### src/rtl/instr_fetch_unit_if.sv
// Instruction-memory request/acknowledge bundle between the fetch unit (master) and memory (slave).
interface instr_fetch_unit_if;
  // imem_req rises with imem_addr and both hold until the cycle imem_ack=1.
  // imem_ack may arrive in the same cycle as the rise; imem_rdata is valid only when it does.
  logic        imem_req;
  logic [31:0] imem_addr;
  logic        imem_ack;
  logic [31:0] imem_rdata;

  modport master (
    output imem_req,
    output imem_addr,
    input  imem_ack,
    input  imem_rdata
  );

  modport slave (
    input  imem_req,
    input  imem_addr,
    output imem_ack,
    output imem_rdata
  );
endinterface

### src/rtl/instr_fetch_unit.sv
// Instruction fetch unit: issues single outstanding imem requests into a small prefetch buffer.
// FETCH_PREFETCH_EN defined gives a 2-entry buffer; undefined gives a 1-entry buffer.
module instr_fetch_unit #(
  parameter logic [31:0] RESET_PC  = 32'h0000_0000,
  parameter logic [31:0] NOP_INSTR = 32'h0000_0013
) (
  input  logic                      clk,
  input  logic                      rst,
  input  logic                      En_StallF,
  input  logic                      BranchTakenE,
  input  logic [31:0]               PCTarget_E,
  instr_fetch_unit_if.master        imem,
  output logic [31:0]               InstrF,
  output logic [31:0]               PC_F,
  output logic [31:0]               PCP4_F,
  output logic                      ValidF,
  output logic [1:0]                fsm_state
);

`ifdef FETCH_PREFETCH_EN
  localparam logic [1:0] DEPTH = 2'd2;
`else
  localparam logic [1:0] DEPTH = 2'd1;
`endif

  typedef enum logic [1:0] {
    IDLE  = 2'd0,
    BUSY  = 2'd1,
    STALE = 2'd2
  } state_t;

  state_t      state_q, state_d;
  logic [31:0] fpc, req_addr, target;
  logic [31:0] buf_pc    [2];
  logic [31:0] buf_instr [2];
  logic [1:0]  count;
  logic        pop, push, room, req_int, wr_idx;

  assign target = PCTarget_E & 32'hFFFF_FFFC;
  assign ValidF = (count != 2'd0);
  assign pop    = ValidF && !En_StallF;
  // A 1-entry buffer may refill in the same cycle its head is consumed.
  assign room   = (count < DEPTH) || ((DEPTH == 2'd1) && pop);
  assign push   = req_int && imem.imem_ack && (state_q != STALE) && !BranchTakenE;
  assign wr_idx = (count != 2'd0) && !((count == 2'd1) && pop);

  always_comb begin
    state_d = state_q;
    req_int = 1'b0;
    unique case (state_q)
      IDLE: begin
        if (!BranchTakenE && room) begin
          req_int = 1'b1;
          if (!imem.imem_ack) state_d = BUSY;
        end
      end
      BUSY: begin
        req_int = 1'b1;
        if (imem.imem_ack)     state_d = IDLE;
        else if (BranchTakenE) state_d = STALE;
      end
      STALE: begin
        req_int = 1'b1;
        if (imem.imem_ack) state_d = IDLE;
      end
      default: state_d = IDLE;
    endcase
  end

  assign imem.imem_req  = req_int && rst;
  assign imem.imem_addr = (state_q == IDLE) ? fpc : req_addr;
  assign fsm_state      = state_q;

  always_ff @(posedge clk) begin
    if (!rst) begin
      state_q  <= IDLE;
      fpc      <= RESET_PC;
      req_addr <= RESET_PC;
      count    <= 2'd0;
    end else begin
      state_q <= state_d;
      // Latch the issue address so a redirect can move fpc while the request is still held.
      if (state_q == IDLE) req_addr <= fpc;
      if (BranchTakenE) begin
        fpc   <= target;
        count <= 2'd0;
      end else begin
        if (push) fpc <= fpc + 32'd4;
        count <= count + {1'b0, push} - {1'b0, pop};
      end
    end
  end

  always_ff @(posedge clk) begin
    if (pop) begin
      buf_pc[0]    <= buf_pc[1];
      buf_instr[0] <= buf_instr[1];
    end
    if (push) begin
      buf_pc[wr_idx]    <= imem.imem_addr;
      buf_instr[wr_idx] <= imem.imem_rdata;
    end
  end

  assign InstrF = ValidF ? buf_instr[0] : NOP_INSTR;
  assign PC_F   = ValidF ? buf_pc[0] : 32'h0;
  assign PCP4_F = ValidF ? (buf_pc[0] + 32'd4) : 32'h0;

endmodule
### src/flat_wrapper.sv
// flat-port wrapper written by rule: the top's interface ports become plain ports
module instr_fetch_unit_flat 
#(
  parameter logic [31:0] RESET_PC  = 32'h0000_0000,
  parameter logic [31:0] NOP_INSTR = 32'h0000_0013
)
  (clk, rst, En_StallF, BranchTakenE, PCTarget_E, InstrF, PC_F, PCP4_F, ValidF, fsm_state, imem_imem_req, imem_imem_addr, imem_imem_ack, imem_imem_rdata);
  instr_fetch_unit_if imem_i ();
  input  logic clk;
  input  logic rst;
  input  logic En_StallF;
  input  logic BranchTakenE;
  input  logic [31:0] PCTarget_E;
  output logic [31:0] InstrF;
  output logic [31:0] PC_F;
  output logic [31:0] PCP4_F;
  output logic ValidF;
  output logic [1:0] fsm_state;
  output wire logic [$bits(imem_i.imem_req)-1:0] imem_imem_req;
  output wire logic [$bits(imem_i.imem_addr)-1:0] imem_imem_addr;
  input wire logic [$bits(imem_i.imem_ack)-1:0] imem_imem_ack;
  input wire logic [$bits(imem_i.imem_rdata)-1:0] imem_imem_rdata;
  assign imem_imem_req = imem_i.imem_req;
  assign imem_imem_addr = imem_i.imem_addr;
  assign imem_i.imem_ack = imem_imem_ack;
  assign imem_i.imem_rdata = imem_imem_rdata;
  instr_fetch_unit #(.RESET_PC(RESET_PC), .NOP_INSTR(NOP_INSTR)) u_core (.clk(clk), .rst(rst), .En_StallF(En_StallF), .BranchTakenE(BranchTakenE), .PCTarget_E(PCTarget_E), .imem(imem_i), .InstrF(InstrF), .PC_F(PC_F), .PCP4_F(PCP4_F), .ValidF(ValidF), .fsm_state(fsm_state));
endmodule
### config.mk
export PLATFORM = sky130hd
export DESIGN_NAME = instr_fetch_unit_flat
export DESIGN_NICKNAME = d
export VERILOG_FILES = /design/src/rtl/instr_fetch_unit_if.sv /design/src/rtl/instr_fetch_unit.sv /design/src/flat_wrapper.sv
export SDC_FILE = /design/constraint.sdc
export NUM_CORES = 1
export LEC_CHECK = 0
export ABC_AREA = 1
export CAP_MARGIN = 20
export CORE_MARGIN = 5
export CORE_UTILIZATION = 40
export CTS_CLUSTER_DIAMETER = 40
export DETAILED_ROUTE_END_ITERATION = 7
export DONT_BUFFER_PORTS = 1
export PLACE_DENSITY = 0.62
export SYNTH_ARGS = -nofsm -noshare
export SYNTH_HDL_FRONTEND = slang
export SYNTH_SLANG_ARGS = --single-unit
### constraint.sdc
create_clock -name clk -period 8.9 [get_ports clk]
set_clock_uncertainty 0.1 [all_clocks]
set_input_delay 1.78 -clock clk [delete_from_list [all_inputs] [get_ports clk]]
set_output_delay 1.78 -clock clk [all_outputs]
set_load 0.05 [all_outputs]
# Yosys cells after proc, flatten, opt, wreduce, memory -nomap -nowiden
# Memories as Yosys holds them, arrays and structs flattened.
# Index checks and enable logic that the tools add are counted.
dict set report word_totals {
  in_bits 69
  reg_bits 68
  wordCells 57
  ram_bits 128
  memories 2
}
# name words width rd rd_ports_with_merged_regs write_ports line
set memory_table {}
lappend memory_table {u_core.buf_instr 2 32 2 0 2 instr_fetch_unit.sv:35} ;# logic [31:0] buf_instr [2];
lappend memory_table {u_core.buf_pc 2 32 2 0 2 instr_fetch_unit.sv:34} ;# logic [31:0] buf_pc [2];
dict set report classes {
  n_mux 18
  n_eq_ne 8
  n_bitwise 1
  n_addsub 4
  magnitude_cmp 1
  n_reduce_logical 18
}
# cell n
set ops {}
lappend ops {{$mux W32} 6}
lappend ops {{$add A32 B3 Y32 const B} 2}
lappend ops {{$mux W2} 5}
lappend ops {{$logic_and A1 B1 Y1} 8}
lappend ops {{$ne A2 B2 Y1 const B} 3}
lappend ops {{$pmux W2 S3} 1}
lappend ops {{$mux W1} 5}
lappend ops {{$eq A2 B1 Y1 const B} 2}
lappend ops {{$reduce_and A4 Y1} 1}
lappend ops {{$reduce_bool A2 Y1} 2}
lappend ops {{$reduce_or A2 Y1} 2}
lappend ops {{$logic_not A1 Y1} 3}
lappend ops {{$ne A3 B3 Y1 const B} 1}
lappend ops {{$add A2 B1 Y2} 1}
lappend ops {{$eq A2 B2 Y1 const B} 1}
lappend ops {{$logic_not A2 Y1} 1}
lappend ops {{$lt A2 B1 Y1 const B} 1}
lappend ops {{$ne A2 B1 Y1 const B} 1}
lappend ops {{$pmux W1 S2} 1}
lappend ops {{$sub A2 B1 Y2} 1}
lappend ops {{$logic_or A1 B1 Y1} 1}
lappend ops {{$not A1 Y1} 1}

# Logic depth before layout (Yosys ltp)
# Gate-level depths: netlist (run 1).
dict set report logic_depth {
  ltp_word 11
  ltp_mapped 13
}

# Worst setup path before layout (run 1)
# No wires, ideal clock.
dict set report synth_path {
  path_type {input-to-reg}
  start {input port En_StallF}
  end {memory u_core.buf_instr[0][0], enable pin}
  setup_time_ps 574
  arrival_ps 6296
  setup_slack_ps 1930
  path_buffers 0
  path_stages 1
  cell_sequence {o21ai_0}
}
# element line
set synth_rtl {}
lappend synth_rtl {{from (decl)} flat_wrapper.sv:11} ;# input logic En_StallF;
lappend synth_rtl {{to (decl)} instr_fetch_unit.sv:35}

# Worst setup path in the final report (run 1)
dict set report layout_path {
  start {register u_core.state_q[0], in the netlist u_core.fsm_state[0]}
  end {output port imem_imem_req}
}
dict set report layout_between {
  elab_chain_len 4
  word_cells_on_any_way 6
}
# element line
set layout_lines {}
lappend layout_lines {{from (decl)} instr_fetch_unit.sv:32} ;# state_t state_q, state_d;
lappend layout_lines {{from (signal assigned)} instr_fetch_unit.sv:81} ;# state_q <= state_d;
lappend layout_lines {{$eq A2 B1 Y1 or $eq A2 B2 Y1 (tied branches)} instr_fetch_unit.sv:50} ;# unique case (state_q)
lappend layout_lines {{$reduce_or A2 Y1 (no source line)} --}
lappend layout_lines {{$pmux W1 S2 *} instr_fetch_unit.sv:50}
lappend layout_lines {{$logic_and A1 B1 Y1 *} instr_fetch_unit.sv:70} ;# assign imem.imem_req = req_int && rst;
lappend layout_lines {{to (decl)} flat_wrapper.sv:19} ;# output wire logic [$bits(imem_i.imem_req)-1:0] imem_imem_req;
# Every way passes the cells marked *; elsewhere a longest branch is shown, timed or not.

==> metrics, run 1 <==
R2R Path Start u_core.fsm_state[0]; Setup crit end imem_imem_req; GRT Max-Usage Layer met2; NetSw 861.8 uW; Die Height 165.2 microns; most frequent cell after synthesis nand2_1; Hold Crit Class reg -> reg; Logic pwr share 0.213; Rows 56; Synth Net Count 1314; Clock power frac 0.332; Flop pwr share 0.455; largest family of logic cells by synthesized area simple AND/OR/NAND/NOR gates; initial core utilization 0.4082; EDFF count, synth 128; Final Hold Vio Count 0; Min Clock Period, post-route 5.248 ns; Avg Synthesized Cell Area 7.791 sq um; Slew Viols, Final 0; Multi-input gate area 3667 sq um; layout cells sized above 1 0.05037; max-cap violations 0; Ports 201; all-layer global routing usage 0.1826; critical path class reg -> out; final setup fails 0; TritonRoute pass-1 iters 5; Synth Area in XOR/XNOR 0.01908; clock sink count 194; DRC Markers 0; hold_buf cts 0; routed len/inst 16.28 microns; Via Count 7607; GRT met3 Usage 0.04567; Final Power 2364 uW; H-tree depth 4; Worst Path Max Fanout 54; met1 usage 0.2521; post-synthesis compound-gate area fraction 0.07036; Top FF cell, synth edfxtp_1; final wirelength 25230 microns; total grt overflow 0; Sum Neg Setup Slack 0 ns; post-synth top area share 0.3988; Internal 1503 uW; cts bufs inserted 17; Core Footprint 23610 sq um; DR vias/cell 4.908; PwrDens 224.3 nW/um^2; synthesized instance count 1237; vias in the first global route 7088; antenna violations before repair 0; DR iter-0 viols 586; Synth Area in Simple Gates 0.2759; Worst setup EP type primary output; # nets final 1295; Leak 0.004534 uW; Worst-Skew Late Latency 0.43 ns; CTS resizes 0; crit share post-route 0.5897; largest cells by area after synthesis edfxtp_1, dfxtp_1, nand2_1, nor2_1, inv_1; Worst EP arrival 3.37 ns; Sw Share 0.3645; setup bufs post-CTS 0; Post-Place Cell Area 9918 sq um; Max IR drop VDD 0.1183 mV; Area growth syn-to-layout 9.347%; Cell variety after synth 29; Routed Antenna Nets 0; CTS tree built; placed wire-length estimate 18750 microns; max_slew headroom 0.2591; Post-Synth Adder-Cell Area 0.01039; commonest cells in the netlist nand2_1, nor2_1, inv_1; Max Freq 190.5 MHz; die span in x 165.2 microns; pin count of the biggest net entering global routing 99; mux contribution to synthesized area 0; buffers from clock root to sink, at most 2; register bit total from synthesis 194; Die ar. 27300 sq um; worst slew pin tran 1.115 ns; first-pass GRT wire length 38760 microns; Inserted Diodes 0; RSZ-0062 raised after global routing false; Reg clk slew, reported paths 0.08 ns; routability cong. 0.9026; root buffer cell clkbuf_16; outcome complete, no violations; Synth warnings 0; fillcell total 2373; R2R cell count 13; worst reg-to-reg setup slack 4.16 ns; Final Util 0.4463; FFs w/ async S/R, synth 0; Final Cell Area 10540 sq um; Worst setup startpoint u_core.fsm_state[0]; post-synthesis cell area 9638 sq um; startpoint types flop; GR Util met2 0.2892; Req. time, crit path 7.02 ns; r2r endpoint u_core.buf_pc[0][23]; cell taking the most area after synthesis edfxtp_1; Seq/Total Area, Yosys 0.5359; IO Port Bufs 0; register area 5165 sq um
==> layout by cell type (no fill, tap or decap), types with 17 or more instances in the layout <==
master     netlist  final
dfxtp_1         66     66
xor2_1          18     18
nand3_1         48     48
o21ai_0         91     90
nor2_1         222    218
inv_1          161    161
a21oi_1         40     40
nand2_1        352    352
edfxtp_1       128    128
nor3_1          24     21
clkbuf_16        0     17
==> flip-flops by register name, summed over array words and instances, names as in the netlist <==
| register | flops |
|---|---|
| u_core.count | 2 |
| u_core.buf_instr | 64 |
| u_core.fsm_state | 2 |
| u_core.buf_pc | 64 |
| u_core.fpc | 30 |
| u_core.req_addr | 32 |
==> power groups by stage <==
stage	Clock, uW	Combinational, uW	Sequential [uW]
global placement	0	502	1100
detailed placement	0	507	1100
finish	785	503	1080
global route	844	551	1080
CTS	804	509	1080
floorplan	0	419	1090
==> per-stage QoR <==
stage / hold WS [ns] / cells / setup slack, ns
6_report: 0.3828 / 1550 / 3.652
5_1_grt: 0.4063 / 1550 / 3.389
4_1_cts: 0.3868 / 1550 / 3.640
3_5_place_dp: 0.3744 / 1518 / 3.973
3_3_place_gp: 0.3686 / 1518 / 4.005
2_1_floorplan: 0.3399 / 1237 / 1.930
==> metal layers <==
layer  vias to the layer above  wire [microns]
met3                        28            1912
met1                      3463           11470
met5                         -               0
li1                       3864               -
met2                       252           11520
met4                         0             331
==> worst min-delay path by stage <==
stage,from,slack [ns],to,cells past startpoint
finish,u_core.req_addr[0],0.38,u_core.req_addr[0],2
global route,u_core.req_addr[1],0.41,u_core.req_addr[1],2
CTS,u_core.req_addr[0],0.39,u_core.req_addr[0],2
detailed placement,u_core.req_addr[0],0.37,u_core.req_addr[0],2
global placement,u_core.req_addr[1],0.37,u_core.req_addr[1],2
floorplan,u_core.req_addr[0],0.34,u_core.req_addr[0],2
==> critical path, cell delays in order, from the launching register on <==
cell	delay [ns]
dfxtp_1	0.51
inv_1	0.19
ha_1	0.40
buf_4	0.48
inv_2	0.14
nor2_1	0.11
nand2_1	0.10
a21oi_1	0.24
inv_1	0.06
nor2_1	0.67
==> area by class of cell <==
type,instances,area share
clock buffer,17,0.04037
multi-input combinational,831,0.3480
clock inverter,15,0.01852
tap,319,0.03787
sequential,194,0.4901
timing repair buffer,9,0.006411
inverter,165,0.05877
==> kinds of logic after synthesis <==
| logic type | count (synthesis) |
|---|---|
| AND/OR/NAND/NOR | 668 |
| buffers and inverters | 212 |
| flip-flops | 194 |
| AO/OA/AOI/OAI | 134 |
| XOR/XNOR | 21 |
| adder cells (fa/ha/maj) | 8 |
(Power assumes the default switching activity.)
==> inputs of run 2 (changes only) <==
==> constraint.sdc (replaced) <==
create_clock -name clk -period 5.1 [get_ports clk]
set_clock_uncertainty 0.1 [all_clocks]
set_input_delay 1.02 -clock clk [delete_from_list [all_inputs] [get_ports clk]]
set_output_delay 1.02 -clock clk [all_outputs]
set_load 0.05 [all_outputs]
==> run 2 against run 1 <==
Via count increased by 0.32%. Global-route usage decreased by 0.054 points. Setup slack got worse by 2.7 ns. Register-to-register slack got worse by 3.3 ns. Clock power increased by 72%. Die area unchanged. Worst hold slack improved by 0.018 ns. Power increased by 74%. Core utilization increased by 0.15 points. Wire length increased by 0.63%. Clock-buffer cell count unchanged. Critical endpoint is now u_core.buf_instr[0][8]. Largest cell class unchanged. Largest power group unchanged. Highest routed layer unchanged.
==> metrics, run 2 (same netlist as run 1, synthesis figures left out) <==
outcome complete, no violations (unchanged); clock sink count 194 (unchanged); Area growth syn-to-layout 9.723% (was 9.347%); die span in x 165.2 microns (unchanged); first-pass GRT wire length 38610 microns (was 38760 microns); Logic pwr share 0.214 (was 0.213); most frequent cells in the layout nand2_1, nor2_1, inv_1 (unchanged); TritonRoute pass-1 iters 5 (unchanged); hold_buf cts 0 (unchanged); worst slew pin tran 1.155 ns (was 1.115 ns); placed wire-length estimate 18760 microns (was 18750 microns); Min Clock Period, post-route 4.194 ns; Worst setup EP type flop (was primary output); initial core utilization 0.4082 (unchanged); root buffer cell clkbuf_16 (unchanged); Core Footprint 23610 sq um (unchanged); critical-path cell list inv_1 > ha_1 > buf_4 > inv_2 > nor2_1 > nand2_1 > nand2_1 > nand3_2 > nor2_2 > nand2_2 > buf_4 > inv_2 > nand2_1 > nand2_1 (was inv_1 > ha_1 > buf_4 > inv_2 > nor2_1 > nand2_1 > a21oi_1 > inv_1 > nor2_1); Via Count 7631 (was 7607); layout cells sized above 1 0.05267 (was 0.05037); Routed Antenna Nets 0 (unchanged); Worst Path Max Fanout 97 (was 54); startpoint types flop (unchanged); max_slew headroom 0.2324 (was 0.2591); pin count of the biggest net entering global routing 98 (was 99); DR vias/cell 4.914 (was 4.908); Sum Neg Setup Slack 0 ns (unchanged); r2r endpoint u_core.buf_instr[0][8] (was u_core.buf_pc[0][23]); # nets final 1298 (was 1295); final worst slack 0.9062 ns (was 3.652 ns); DRC Markers 0 (unchanged); Hold Path Origin u_core.req_addr[0] (unchanged); buffers from clock root to sink, at most 2 (unchanged); most frequent CP cell nand2_1; Post-Layout Cell Count 1553 (was 1550); most common cell after layout, fill and taps aside nand2_1 (unchanged); Max IR drop VDD 0.2571 mV (was 0.1183 mV); setup bufs post-CTS 0 (unchanged); Sw Share 0.3632 (was 0.3645); Slew Viols, Final 0 (unchanged); biggest regs u_core.buf_instr (64), u_core.buf_pc (64), u_core.req_addr (32) (unchanged); CP peak stage delay 0.55 ns (was 0.67 ns); CTS tree built (unchanged); cts bufs inserted 17 (unchanged); slowest stage cell, crit path inv_2 (was nor2_1); final wirelength 25390 microns (was 25230 microns); worst hold slack 0.4008 ns (was 0.3828 ns); DR iter-0 viols 699 (was 586); routed len/inst 16.35 microns (was 16.28 microns); H-tree depth 4 (unchanged); crit share post-route 0.8223; Leak 0.004556 uW (was 0.004534 uW); PwrDens 388.7 nW/um^2 (was 224.3 nW/um^2); Req. time, crit path 5.30 ns (was 7.02 ns); CTS resizes 0 (unchanged); Flop pwr share 0.457 (was 0.455); Internal 2617 uW (was 1503 uW); Hold Crit Class reg -> reg (unchanged); worst hold stages 2 (unchanged); Reg clk slew, reported paths 0.08 ns (about the same); Die ar. 27300 sq um (unchanged); Worst EP arrival 4.40 ns (was 3.37 ns); Rows 56 (unchanged); IO Port Bufs 0 (unchanged); worst reg-to-reg setup slack 0.91 ns (was 4.16 ns); Inserted Diodes 0 (unchanged); Final Hold Vio Count 0 (unchanged); R2R Path Start u_core.fsm_state[0] (unchanged); NetSw 1493 uW (was 861.8 uW); Die Height 165.2 microns (unchanged); max-cap violations 0 (unchanged); Ports 201 (unchanged); antenna violations before repair 0 (unchanged); critical path class reg -> reg (was reg -> out); all-layer global routing usage 0.1821 (was 0.1826); routability cong. 0.9120 (was 0.9026); final setup fails 0 (unchanged); dpl ws 0.8275 ns (was 3.973 ns); Hold EP u_core.req_addr[0] (unchanged); RSZ-0062 raised after global routing false (unchanged); Worst-Skew Late Latency 0.43 ns (about the same); Clock power frac 0.329 (was 0.332); R2R cell count 14 (was 13); Max Freq 238.4 MHz; vias in the first global route 7001 (was 7088); total grt overflow 0 (unchanged); # placed instances 1521 (was 1518)
## run 2: how the worst max path moves through the flow
stage                              startpoint                endpoint  slack [ns]  cells past startpoint
after floorplan                     En_StallF  u_core.buf_instr[1][0]        0.21                      5
after global placement    u_core.fsm_state[0]  u_core.buf_instr[0][5]        0.95                     14
after detailed placement  u_core.fsm_state[0]  u_core.buf_instr[0][8]        0.83                     14
after CTS                 u_core.fsm_state[0]  u_core.buf_instr[0][8]        0.81                     14
after global routing      u_core.fsm_state[0]  u_core.buf_instr[0][2]        0.44                     14
final                     u_core.fsm_state[0]  u_core.buf_instr[0][8]        0.91                     14
## run 2: final cells by class
class | count | area [sq um]
clock buffer | 17 | 425.4
tap | 319 | 399.1
fill | 2419 | 13040
timing repair buffer | 12 | 102.6
clock inverter | 15 | 196.4
inverter | 165 | 619.3
multi-input combinational | 831 | 3667
sequential | 194 | 5165
## run 2: power groups by stage
stage	Sequential [uW]	Combinational (uW)	Clock [uW]
3_3_place_gp	1910	876	0
4_1_cts	1880	890	1380
6_report	1880	879	1350
3_5_place_dp	1910	888	0
5_1_grt	1890	959	1460
2_1_floorplan	1900	732	0
## run 2: stage by stage
step                  util  instance area, sq um  total power, uW
floorplan                -                  9638             2629
global placement    0.4215                  9953             2788
detailed placement  0.4215                  9953             2802
CTS                 0.4479                 10580             4151
global route        0.4479                 10580             4306
finish              0.4479                 10580             4110
## run 2: worst max-delay path: cells and delay by family, from the launching register on
kind          cells  cell delay [ns]
simple gates      8             1.46
buf+inv           5             1.78
fa+ha+maj         1             0.17
flops             1             0.51
## run 2: layer usage
metal  up-vias  wire length, microns  part of all wire  global-route usage
met2       249                 11660              0.46              0.2847
met4         0                   297             0.012             0.04348
met5         -                     0                 0                   0
met3        16                  1903             0.075             0.03797
met1      3496                 11520              0.45              0.2600
li1       3870                     -                 -                   -
==> inputs of run 3 (changes only) <==
==> constraint.sdc (replaced) <==
create_clock -name clk -period 4.3 [get_ports clk]
set_clock_uncertainty 0.1 [all_clocks]
set_input_delay 0.86 -clock clk [delete_from_list [all_inputs] [get_ports clk]]
set_output_delay 0.86 -clock clk [all_outputs]
set_load 0.05 [all_outputs]
==> run 3 against run 2 <==
Setup slack worse by 0.21 ns. Sequential share of layout area shrank 0.44 points. Clock-buffer cell count did not move. Clock power up 20%. Wire length rose by 1.0%. Global-route usage is 0.37 points higher. Sequential power increased by 18%. Cell area up 0.90%. Largest power group unchanged.
==> metrics, run 3 (same netlist as run 1, synthesis figures left out) <==
max_slew headroom 0.2738 (was 0.2324); cts bufs inserted 17 (unchanged); PwrDens 460.3 nW/um^2 (was 388.7 nW/um^2); Reg clk slew, reported paths 0.08 ns (about the same); hold_buf cts 0 (unchanged); total grt overflow 0 (unchanged); Max IR drop VDD 0.2575 mV (was 0.2571 mV); RSZ-0062 raised after global routing false (unchanged); Routed Antenna Nets 0 (unchanged); Ports 201 (unchanged); Post-Layout Cell Count 1566 (was 1553); CTS tree built (unchanged); # nets final 1311 (was 1298); die span in x 165.2 microns (unchanged); dpl ws 0.8168 ns (was 0.8275 ns); DR vias/cell 4.858 (was 4.914); Hold Crit Class reg -> reg (unchanged); Buf/Inv on CP 0 (was 5); # placed instances 1534 (was 1521); most common cell after layout, fill and taps aside nand2_1 (unchanged); slowest stage cell, crit path nor2_1 (was inv_2); Worst-Skew Late Latency 0.44 ns (was 0.43 ns); most frequent CP cell nor2_1 (was nand2_1); most frequent cells in the layout nand2_1, nor2_1, inv_1 (unchanged); root buffer cell clkbuf_16 (unchanged); Final Hold Vio Count 0 (unchanged); pin count of the biggest net entering global routing 98 (unchanged); Die ar. 27300 sq um (unchanged); Min Clock Period, post-route 3.605 ns; Via Count 7608 (was 7631); Sum Neg Setup Slack 0 ns (unchanged); routability cong. 0.9294 (was 0.9120); H-tree depth 4 (unchanged); IO Port Bufs 0 (unchanged); Req. time, crit path 3.34 ns (was 5.30 ns); layout cells sized above 1 0.06255 (was 0.05267); Final Power 4911 uW (was 4110 uW); first-pass GRT wire length 39170 microns (was 38610 microns); outcome complete, no violations (unchanged); routed len/inst 16.38 microns (was 16.35 microns); Worst EP arrival 2.65 ns (was 4.40 ns); Inserted Diodes 0 (unchanged); setup bufs post-CTS 0 (unchanged); max-cap violations 0 (unchanged); TritonRoute pass-1 iters 5 (unchanged); all-layer global routing usage 0.1858 (was 0.1821); crit share post-route 0.8385; worst slew pin tran 1.088 ns (was 1.155 ns); Area growth syn-to-layout 10.71% (was 9.723%); Rows 56 (unchanged); biggest regs u_core.buf_instr (64), u_core.buf_pc (64), u_core.req_addr (32) (unchanged); buffers from clock root to sink, at most 2 (unchanged); Die Height 165.2 microns (unchanged); DR iter-0 viols 635 (was 699); initial core utilization 0.4082 (unchanged); vias in the first global route 7005 (was 7001); placed wire-length estimate 19000 microns (was 18760 microns); Worst Path Max Fanout 5 (was 97); Core Footprint 23610 sq um (unchanged); antenna violations before repair 0 (unchanged); final wirelength 25650 microns (was 25390 microns); critical-path cell list nand3_1 > nor2_1 > nand2_1 > nor2_1 > nand2_1 > xor2_1 > nor2_1 (was inv_1 > ha_1 > buf_4 > inv_2 > nor2_1 > nand2_1 > nand2_1 > nand3_2 > nor2_2 > nand2_2 > buf_4 > inv_2 > nand2_1 > nand2_1); CTS resizes 0 (unchanged); critical path class reg -> out (was reg -> reg); final setup fails 0 (unchanged); DRC Markers 0 (unchanged); final worst slack 0.6946 ns (was 0.9062 ns); Slew Viols, Final 0 (unchanged); Leak 0.004626 uW (was 0.004556 uW); CP peak stage delay 0.68 ns (was 0.55 ns); cell family with most CP delay simple AND/OR/NAND/NOR gates (was buffers and inverters); clock sink count 194 (unchanged); Max Freq 277.4 MHz; Worst setup EP type primary output (was flop); startpoint types flop (unchanged)
run 3: final cells by class:
class                   instances  area (sq um)
multi-input cells             831          3672
clock inverters                15         188.9
well taps                     319         399.1
fillers                      2415         12940
flip-flops and latches        194          5165
clock buffers                  17         425.4
repair buffers                 25         200.2
inverters                     165         619.3
run 3: power by group:
| part | internal [uW] | switching [uW] | total, uW | leakage (uW) |
|---|---|---|---|---|
| combinational | 168 | 903 | 1070 | 0.00262 |
| sequential | 2150 | 70.8 | 2220 | 0.00171 |
| clock | 804 | 819 | 1620 | 0.000300 |
run 3: worst register-to-register path, stage by stage, from the launching register on:
cell and delay (ns):
dfxtp_1 0.32, buf_4 0.21, inv_1 0.11, ha_1 0.23, inv_2 0.12, nor2_1 0.06, nand2_1 0.08, nand2_1 0.07
nand3_2 0.24, nor2_2 0.11, nand2_4 0.09, buf_4 0.68, inv_2 0.50, nand2_1 0.20, nand2_1 0.07
run 3: final timing paths:
path | startpoint | to | slack, ns | cells after the start
worst min register to register | u_core.req_addr[0] | u_core.req_addr[0] | 0.39 | 2
worst max register to register | u_core.fsm_state[0] | u_core.buf_instr[0][18] | 0.91 | 14
worst min-delay path | u_core.req_addr[0] | u_core.req_addr[0] | 0.39 | 2
worst max-delay path | u_core.buf_pc[0][2] | PCP4_F[31] | 0.69 | 7
run 3: per-layer routing:
layer	vias up	routed length (microns)	track usage
met4	0	290	0.04348
met5	-	0	0
met1	3454	11540	0.2516
met3	20	1939	0.04095
met2	233	11880	0.3053
li1	3901	-	-
run 3: through the flow:
| stage | hold WS (ns) | cell area, sq um | utilization |
|---|---|---|---|
| 4_1_cts | 0.3908 | 10670 | 0.4519 |
| 3_5_place_dp | 0.3825 | 10060 | 0.4259 |
| 6_report | 0.3934 | 10670 | 0.4519 |
| 2_1_floorplan | 0.3399 | 9644 | - |
| 5_1_grt | 0.3814 | 10670 | 0.4519 |
| 3_3_place_gp | 0.3670 | 10060 | 0.4259 |
